`src/rtl/mix_columns_if.sv`:
```
// Valid/ready stream bundle for the MixColumns pipeline.
// The slave modport is the engine side, the master modport is the driver side.
interface mix_columns_if #(
    parameter int NCOL = 4
);
    localparam int W = 32 * NCOL;

    logic         in_valid;
    logic         in_ready;
    logic [W-1:0] in_data;
    logic         in_inv;
    logic         in_bypass;
    logic         out_valid;
    logic         out_ready;
    logic [W-1:0] out_data;
    logic         busy;

    modport slave (
        input  in_valid, in_data, in_inv, in_bypass, out_ready,
        output in_ready, out_valid, out_data, busy
    );

    modport master (
        output in_valid, in_data, in_inv, in_bypass, out_ready,
        input  in_ready, out_valid, out_data, busy
    );
endinterface

```
`src/rtl/mix_columns_pipe.sv`:
```
// Two-stage MixColumns / InvMixColumns / bypass engine, NCOL columns per beat.
// Stage 1 holds each byte with its xtime multiples; stage 2 holds the mixed state.
module mix_columns_pipe #(
    parameter int NCOL = 4
) (
    input  logic          clk,
    input  logic          rst,
    mix_columns_if.slave  bus
);
    localparam int W  = 32 * NCOL;
    localparam int NB = 4 * NCOL;

    function automatic logic [7:0] xtime(input logic [7:0] b);
        return {b[6:0], 1'b0} ^ (b[7] ? 8'h1B : 8'h00);
    endfunction

    logic         advance;
    logic         v1;
    logic         v2;
    logic         inv1;
    logic         byp1;
    logic [W-1:0] out_q;
    logic [W-1:0] mix_next;

    logic [7:0] in_b  [NB];
    logic [7:0] in_x2 [NB];
    logic [7:0] in_x4 [NB];
    logic [7:0] in_x8 [NB];
    logic [7:0] b1    [NB];
    logic [7:0] x2_1  [NB];
    logic [7:0] x4_1  [NB];
    logic [7:0] x8_1  [NB];
    logic [7:0] mix_b [NB];

    assign advance       = ~v2 | bus.out_ready;
    assign bus.in_ready  = advance;
    assign bus.out_valid = v2;
    assign bus.out_data  = out_q;
    assign bus.busy      = v1 | v2;

    // Byte k is column k/4, row k%4; column 0 sits in the top 32 bits.
    for (genvar k = 0; k < NB; k++) begin : g_byte
        assign in_b[k]  = bus.in_data[W-1-8*k -: 8];
        assign in_x2[k] = xtime(in_b[k]);
        assign in_x4[k] = xtime(in_x2[k]);
        assign in_x8[k] = xtime(in_x4[k]);
    end

    always_ff @(posedge clk or posedge rst) begin
        if (rst) begin
            v1   <= 1'b0;
            inv1 <= 1'b0;
            byp1 <= 1'b0;
            for (int k = 0; k < NB; k++) begin
                b1[k]   <= 8'h00;
                x2_1[k] <= 8'h00;
                x4_1[k] <= 8'h00;
                x8_1[k] <= 8'h00;
            end
        end else if (advance) begin
            v1 <= bus.in_valid;
            if (bus.in_valid) begin
                inv1 <= bus.in_inv;
                byp1 <= bus.in_bypass;
                for (int k = 0; k < NB; k++) begin
                    b1[k]   <= in_b[k];
                    x2_1[k] <= in_x2[k];
                    x4_1[k] <= in_x4[k];
                    x8_1[k] <= in_x8[k];
                end
            end
        end
    end

    for (genvar c = 0; c < NCOL; c++) begin : g_col
        for (genvar r = 0; r < 4; r++) begin : g_row
            localparam int K0 = 4 * c + r;
            localparam int K1 = 4 * c + (r + 1) % 4;
            localparam int K2 = 4 * c + (r + 2) % 4;
            localparam int K3 = 4 * c + (r + 3) % 4;
            logic [7:0] fwd_byte;
            logic [7:0] inv_byte;

            // 02.a0 ^ 03.a1 ^ a2 ^ a3 and 0E.a0 ^ 0B.a1 ^ 0D.a2 ^ 09.a3, rotated per row
            assign fwd_byte = x2_1[K0] ^ x2_1[K1] ^ b1[K1] ^ b1[K2] ^ b1[K3];
            assign inv_byte = (x8_1[K0] ^ x4_1[K0] ^ x2_1[K0])
                            ^ (x8_1[K1] ^ x2_1[K1] ^ b1[K1])
                            ^ (x8_1[K2] ^ x4_1[K2] ^ b1[K2])
                            ^ (x8_1[K3] ^ b1[K3]);
            assign mix_b[K0] = byp1 ? b1[K0] : (inv1 ? inv_byte : fwd_byte);
        end
    end

    always_comb begin
        mix_next = '0;
        for (int k = 0; k < NB; k++) begin
            mix_next[W-1-8*k -: 8] = mix_b[k];
        end
    end

    // out_q only loads real beats so it keeps its last value across drains.
    always_ff @(posedge clk or posedge rst) begin
        if (rst) begin
            v2    <= 1'b0;
            out_q <= '0;
        end else if (advance) begin
            v2 <= v1;
            if (v1) begin
                out_q <= mix_next;
            end
        end
    end
endmodule

```
`src/flat_wrapper.sv`:
```
// flat-port wrapper written by rule: the top's interface ports become plain ports
module mix_columns_pipe_flat 
#(
    parameter int NCOL = 4
)
  (clk, rst, bus_in_valid, bus_in_data, bus_in_inv, bus_in_bypass, bus_out_ready, bus_in_ready, bus_out_valid, bus_out_data, bus_busy);
  mix_columns_if #(.NCOL(NCOL)) bus_i ();
  input  logic clk;
  input  logic rst;
  input wire logic [$bits(bus_i.in_valid)-1:0] bus_in_valid;
  input wire logic [$bits(bus_i.in_data)-1:0] bus_in_data;
  input wire logic [$bits(bus_i.in_inv)-1:0] bus_in_inv;
  input wire logic [$bits(bus_i.in_bypass)-1:0] bus_in_bypass;
  input wire logic [$bits(bus_i.out_ready)-1:0] bus_out_ready;
  output wire logic [$bits(bus_i.in_ready)-1:0] bus_in_ready;
  output wire logic [$bits(bus_i.out_valid)-1:0] bus_out_valid;
  output wire logic [$bits(bus_i.out_data)-1:0] bus_out_data;
  output wire logic [$bits(bus_i.busy)-1:0] bus_busy;
  assign bus_i.in_valid = bus_in_valid;
  assign bus_i.in_data = bus_in_data;
  assign bus_i.in_inv = bus_in_inv;
  assign bus_i.in_bypass = bus_in_bypass;
  assign bus_i.out_ready = bus_out_ready;
  assign bus_in_ready = bus_i.in_ready;
  assign bus_out_valid = bus_i.out_valid;
  assign bus_out_data = bus_i.out_data;
  assign bus_busy = bus_i.busy;
  mix_columns_pipe #(.NCOL(NCOL)) u_core (.clk(clk), .rst(rst), .bus(bus_i));
endmodule
```
`config.mk`:
```
export PLATFORM = sky130hd
export DESIGN_NAME = mix_columns_pipe_flat
export DESIGN_NICKNAME = d
export VERILOG_FILES = /design/src/rtl/mix_columns_if.sv /design/src/rtl/mix_columns_pipe.sv /design/src/flat_wrapper.sv
export SDC_FILE = /design/constraint.sdc
export NUM_CORES = 2
export LEC_CHECK = 0
export ABC_CLOCK_PERIOD_IN_PS = 20400
export BUFFER_PORTS_ARGS = -buffer_cell sky130_fd_sc_hd__buf_4
export CAP_MARGIN = 20
export CORE_AREA = 2 2 193 213
export CTS_CLUSTER_SIZE = 24
export DETAILED_ROUTE_END_ITERATION = 12
export DIE_AREA = 0 0 195 215
export GPL_TIMING_DRIVEN = 0
export PLACE_DENSITY = 0.87
export SYNTH_ARGS = -nofsm -noshare
export SYNTH_HDL_FRONTEND = slang
export SYNTH_SLANG_ARGS = --single-unit
```
`constraint.sdc`:
```
create_clock -name clk -period 20.4 [get_ports clk]
set_input_delay 0 -clock clk [delete_from_list [all_inputs] [get_ports clk]]
set_output_delay 0 -clock clk [all_outputs]
set_load 0.03 [all_outputs]
```
==> impl_metrics.csv <==
group,metric,value,unit
synth,yosys_register_bits,404,
sta,period_minus_slack,3.57,ns
clocking,clockRootBuffer,"clkbuf_16",
pwr,internal_power,2.65,mW
sta,slew_violations,0,
sta,hold_viol,0,
synth,synth_ff_type,"dfrtp_1",
grt,overflow,0,
die,fp.dieH,215,um
min_path,hp-class,"input port to register",
clocking,cts_num_sinks,404,
clocking,cts-resized-gates,0,
placed_design,hpwl,54.1,mm
synth,synth_simple_gate_area_frac,0.0678,
placed_design,place_congestion,0.949,
sta,relSlewSlack,0.192,
detailed_routing,drt_wl_total,75.7,mm
setup_path,critPathTopFamily,"buffers and inverters",
sta,finalCritPeriodShare,0.175,
setup_path,path_buf_inv,3,
pwr,swShare,0.407,
synth,synthAdderAreaFrac,0,
synth,synth_compound_area_frac,0.0605,
sta,rsz0062_at_grt,"no",
setup_path,critical_path.cell_chain,"clkbuf_1 > clkbuf_1 > buf_1 > nand2_1 > xnor2_1 > mux2i_1 > o21ai_0",
cells_and_area,final_util,0.738,
pwr,share_comb_of_total_power,0.552,
cells_and_area,diodes,0,
grt,first_global_vias,19728,
clocking,clk_latency,0.56,ns
synth,synth-seq-area-share,0.415,
synth,synthMuxAreaShare,0.101,
detailed_routing,vias_per_cell,5.86,
sta,finalSetupViolCount,0,
synth,synthDistinctLibCells,38,
synth,synth_warnings,0,
sta,fin_worst_skew,0.0258,ns
setup_path,reg2regPathDepth,7,
outcome,status,"finished, final reports clean",
grt,antenna_found_initial,0,
die,dieArea,41900,um2
placed_design,placed_cell_area,26900,um2
setup_path,cp_data_arrival_time,3.97,ns
pwr,p_sw,1.82,mW
synth,synth_top_family_by_area,"XOR/XNOR gates",
setup_path,r2r-start,"u_core.inv1",
sta,tns,0,ns
setup_path,slowest_stage,"clkbuf_1",
pwr,p_leak,13.1,nW
cells_and_area,final_common_cell,"xnor2_1",
grt,grt_max_degree,127,
clocking,cts_buffer_depth,3,
detailed_routing,vias,18806,
grt,grt_pass1_wl,115,mm
clocking,htree_levels,2,
setup_path,cpMostUsedCell,"clkbuf_1",
min_path,hold_path.startpoint,"bus_in_data[31]",
setup_path,worstPathMaxFanout,10,
cells_and_area,fillers,2698,
cells_and_area,area_growth,20.8,%
synth,synth_edf_count,0,
cells_and_area,drive_above_1_share,0.183,
clocking,clk_pin_slew,0.06,ns
detailed_routing,first_iter_violations,1519,
sta,worstMarginPinSlew,1.21,ns
detailed_routing,drtPass1Iterations,7,
synth,synth_xor_area_frac,0.327,
pwr,cellPowerDensity,152,nW/um2
detailed_routing,final_antenna_net_count,0,
placed_design,io_buffers,232,
cells_and_area,final_cell_mix,"xnor2_1 (526), dfrtp_1 (404), nand2_1 (306), o21ai_0 (269), buf_4 (234)",
die,core_region_area,39900,um2
detailed_routing,drcViolationCount,0,
synth,synth_area,24400,um2
detailed_routing,wl_per_cell,23.6,um
min_path,holdPathStages,3,
setup_path,r2r-end,"u_core.bus.out_data[57]",
cells_and_area,final_area,29400,um2
setup_path,cp_data_required_time,20.81,ns
die,floorplan.initialDensity,0.611,
pwr,p_seq_frac,0.276,
grt,track_usage,0.363,
synth,async_flop_share,1.00,
clocking,numCtsBuffers,43,
cells_and_area,nNetsFinal,2803,
die,rows,77,
setup_path,worstSetupEndpointType,"register",
setup_path,critPathLaunchType,"register",
setup_path,critical_path.max_stage_delay,0.75,ns
synth,avgSynthCellArea,10.8,um2
die,die_x,195,um
die,ios,265,
setup_path,rrSetupSlack,16.83,ns
synth,syn-num-nets,2397,
setup_path,criticalPathCategory,"register to register",
synth,synth_cells,2263,
pwr,peakVddDrop,0.0997,mV
flow_run,max_cap_violations,0,
pwr,power.share.clock,0.172,
clocking,cts_tree,"done",
sta,timing.fmax,280,MHz
min_path,hold_end,"u_core.x8_1[26]",
## repair_timing
item,in CTS,in global routing
setup buffers,0,0
endpoints found under the hold margin,353,0
hold buffers,126,0
## power groups by stage
stage / sequential (mW) / combinational (mW) / clock (mW)
3_5_place_dp: 1.24 / 2.41 / 0
5_1_grt: 1.25 / 2.63 / 0.804
2_1_floorplan: 1.42 / 1.58 / 0
3_3_place_gp: 1.23 / 2.33 / 0
6_report: 1.24 / 2.47 / 0.770
4_1_cts: 1.22 / 2.45 / 0.771
## logic make-up after synthesis
family / after synthesis
xor+xnor: 769
flops: 404
simple gates: 395
compound gates: 294
mux: 228
buf+inv: 173
## synthesized netlist by cell type (all sizes together), types with 8 or more instances
cell type	n	area, um2
buf	46	229
clkbuf	124	465
and3	13	82.6
xor2	151	1340
nand2b	8	50.1
xnor3	80	1810
dfrtp	404	10100
or3	9	56.3
nand2	306	1150
nor2	25	93.8
nand3	9	45.0
mux2	137	1540
o21ai	279	1400
mux2i	91	911
nand4	9	56.3
a21oi	14	70.1
xnor2	533	4720
## worst max path at each step
| stage | from | endpoint | slack, ns | cells past startpoint |
|---|---|---|---|---|
| global placement | rst | u_core.bus.out_data[35] | 5.17 | 2 |
| finish | u_core.inv1 | u_core.bus.out_data[57] | 16.83 | 7 |
| detailed placement | u_core.inv1 | u_core.bus.out_data[57] | 17.01 | 7 |
| global route | u_core.inv1 | u_core.bus.out_data[41] | 16.72 | 7 |
| CTS | u_core.inv1 | u_core.bus.out_data[77] | 16.98 | 7 |
| floorplan | rst | u_core.b1[0] | 9.16 | 1 |
## worst min-delay path: stages
cell	delay, ns
clkbuf_1	0.24
xnor2_1	0.22
o21ai_0	0.07
## routing by layer
layer	vias up	GRT usage	share of wire
met5	-	0	0
met4	0	0.195	0.059
met3	261	0.0712	0.091
met2	1041	0.593	0.47
met1	9303	0.458	0.38
li1	8201	-	-
## sequential cells by signal, indices dropped and copies added, names as in the netlist, 48 cells and up
name	flops
u_core.b1	48
u_core.bus.out_data	128
u_core.x2_1	48
u_core.x4_1	64
u_core.x8_1	112
## metrics by stage
step                hold slack, ns  setup WS, ns  std cells  power, mW
finish                      0.0156         16.83       3211       4.48
global route                0.0326         16.72       3211       4.69
detailed placement           0.174         17.01       3011       3.64
CTS                        0.00225         16.98       3211       4.44
global placement             0.234          5.17       3008       3.56
floorplan                    0.151          9.16       2263       3.00
## final cells by class
cell class                 instances  area [um2]  share of cell area
buffer                           170         694              0.0236
inverter                           3        18.8            0.000637
clock inverter                    13         101             0.00344
sequential                       404       10100               0.343
clock buffer                      61        1230              0.0419
multi-input combinational       1686       13600               0.461
timing repair buffer             361        3090               0.105
tap                              513         642              0.0218
Note: power is estimated with default switching activity, not from simulation.
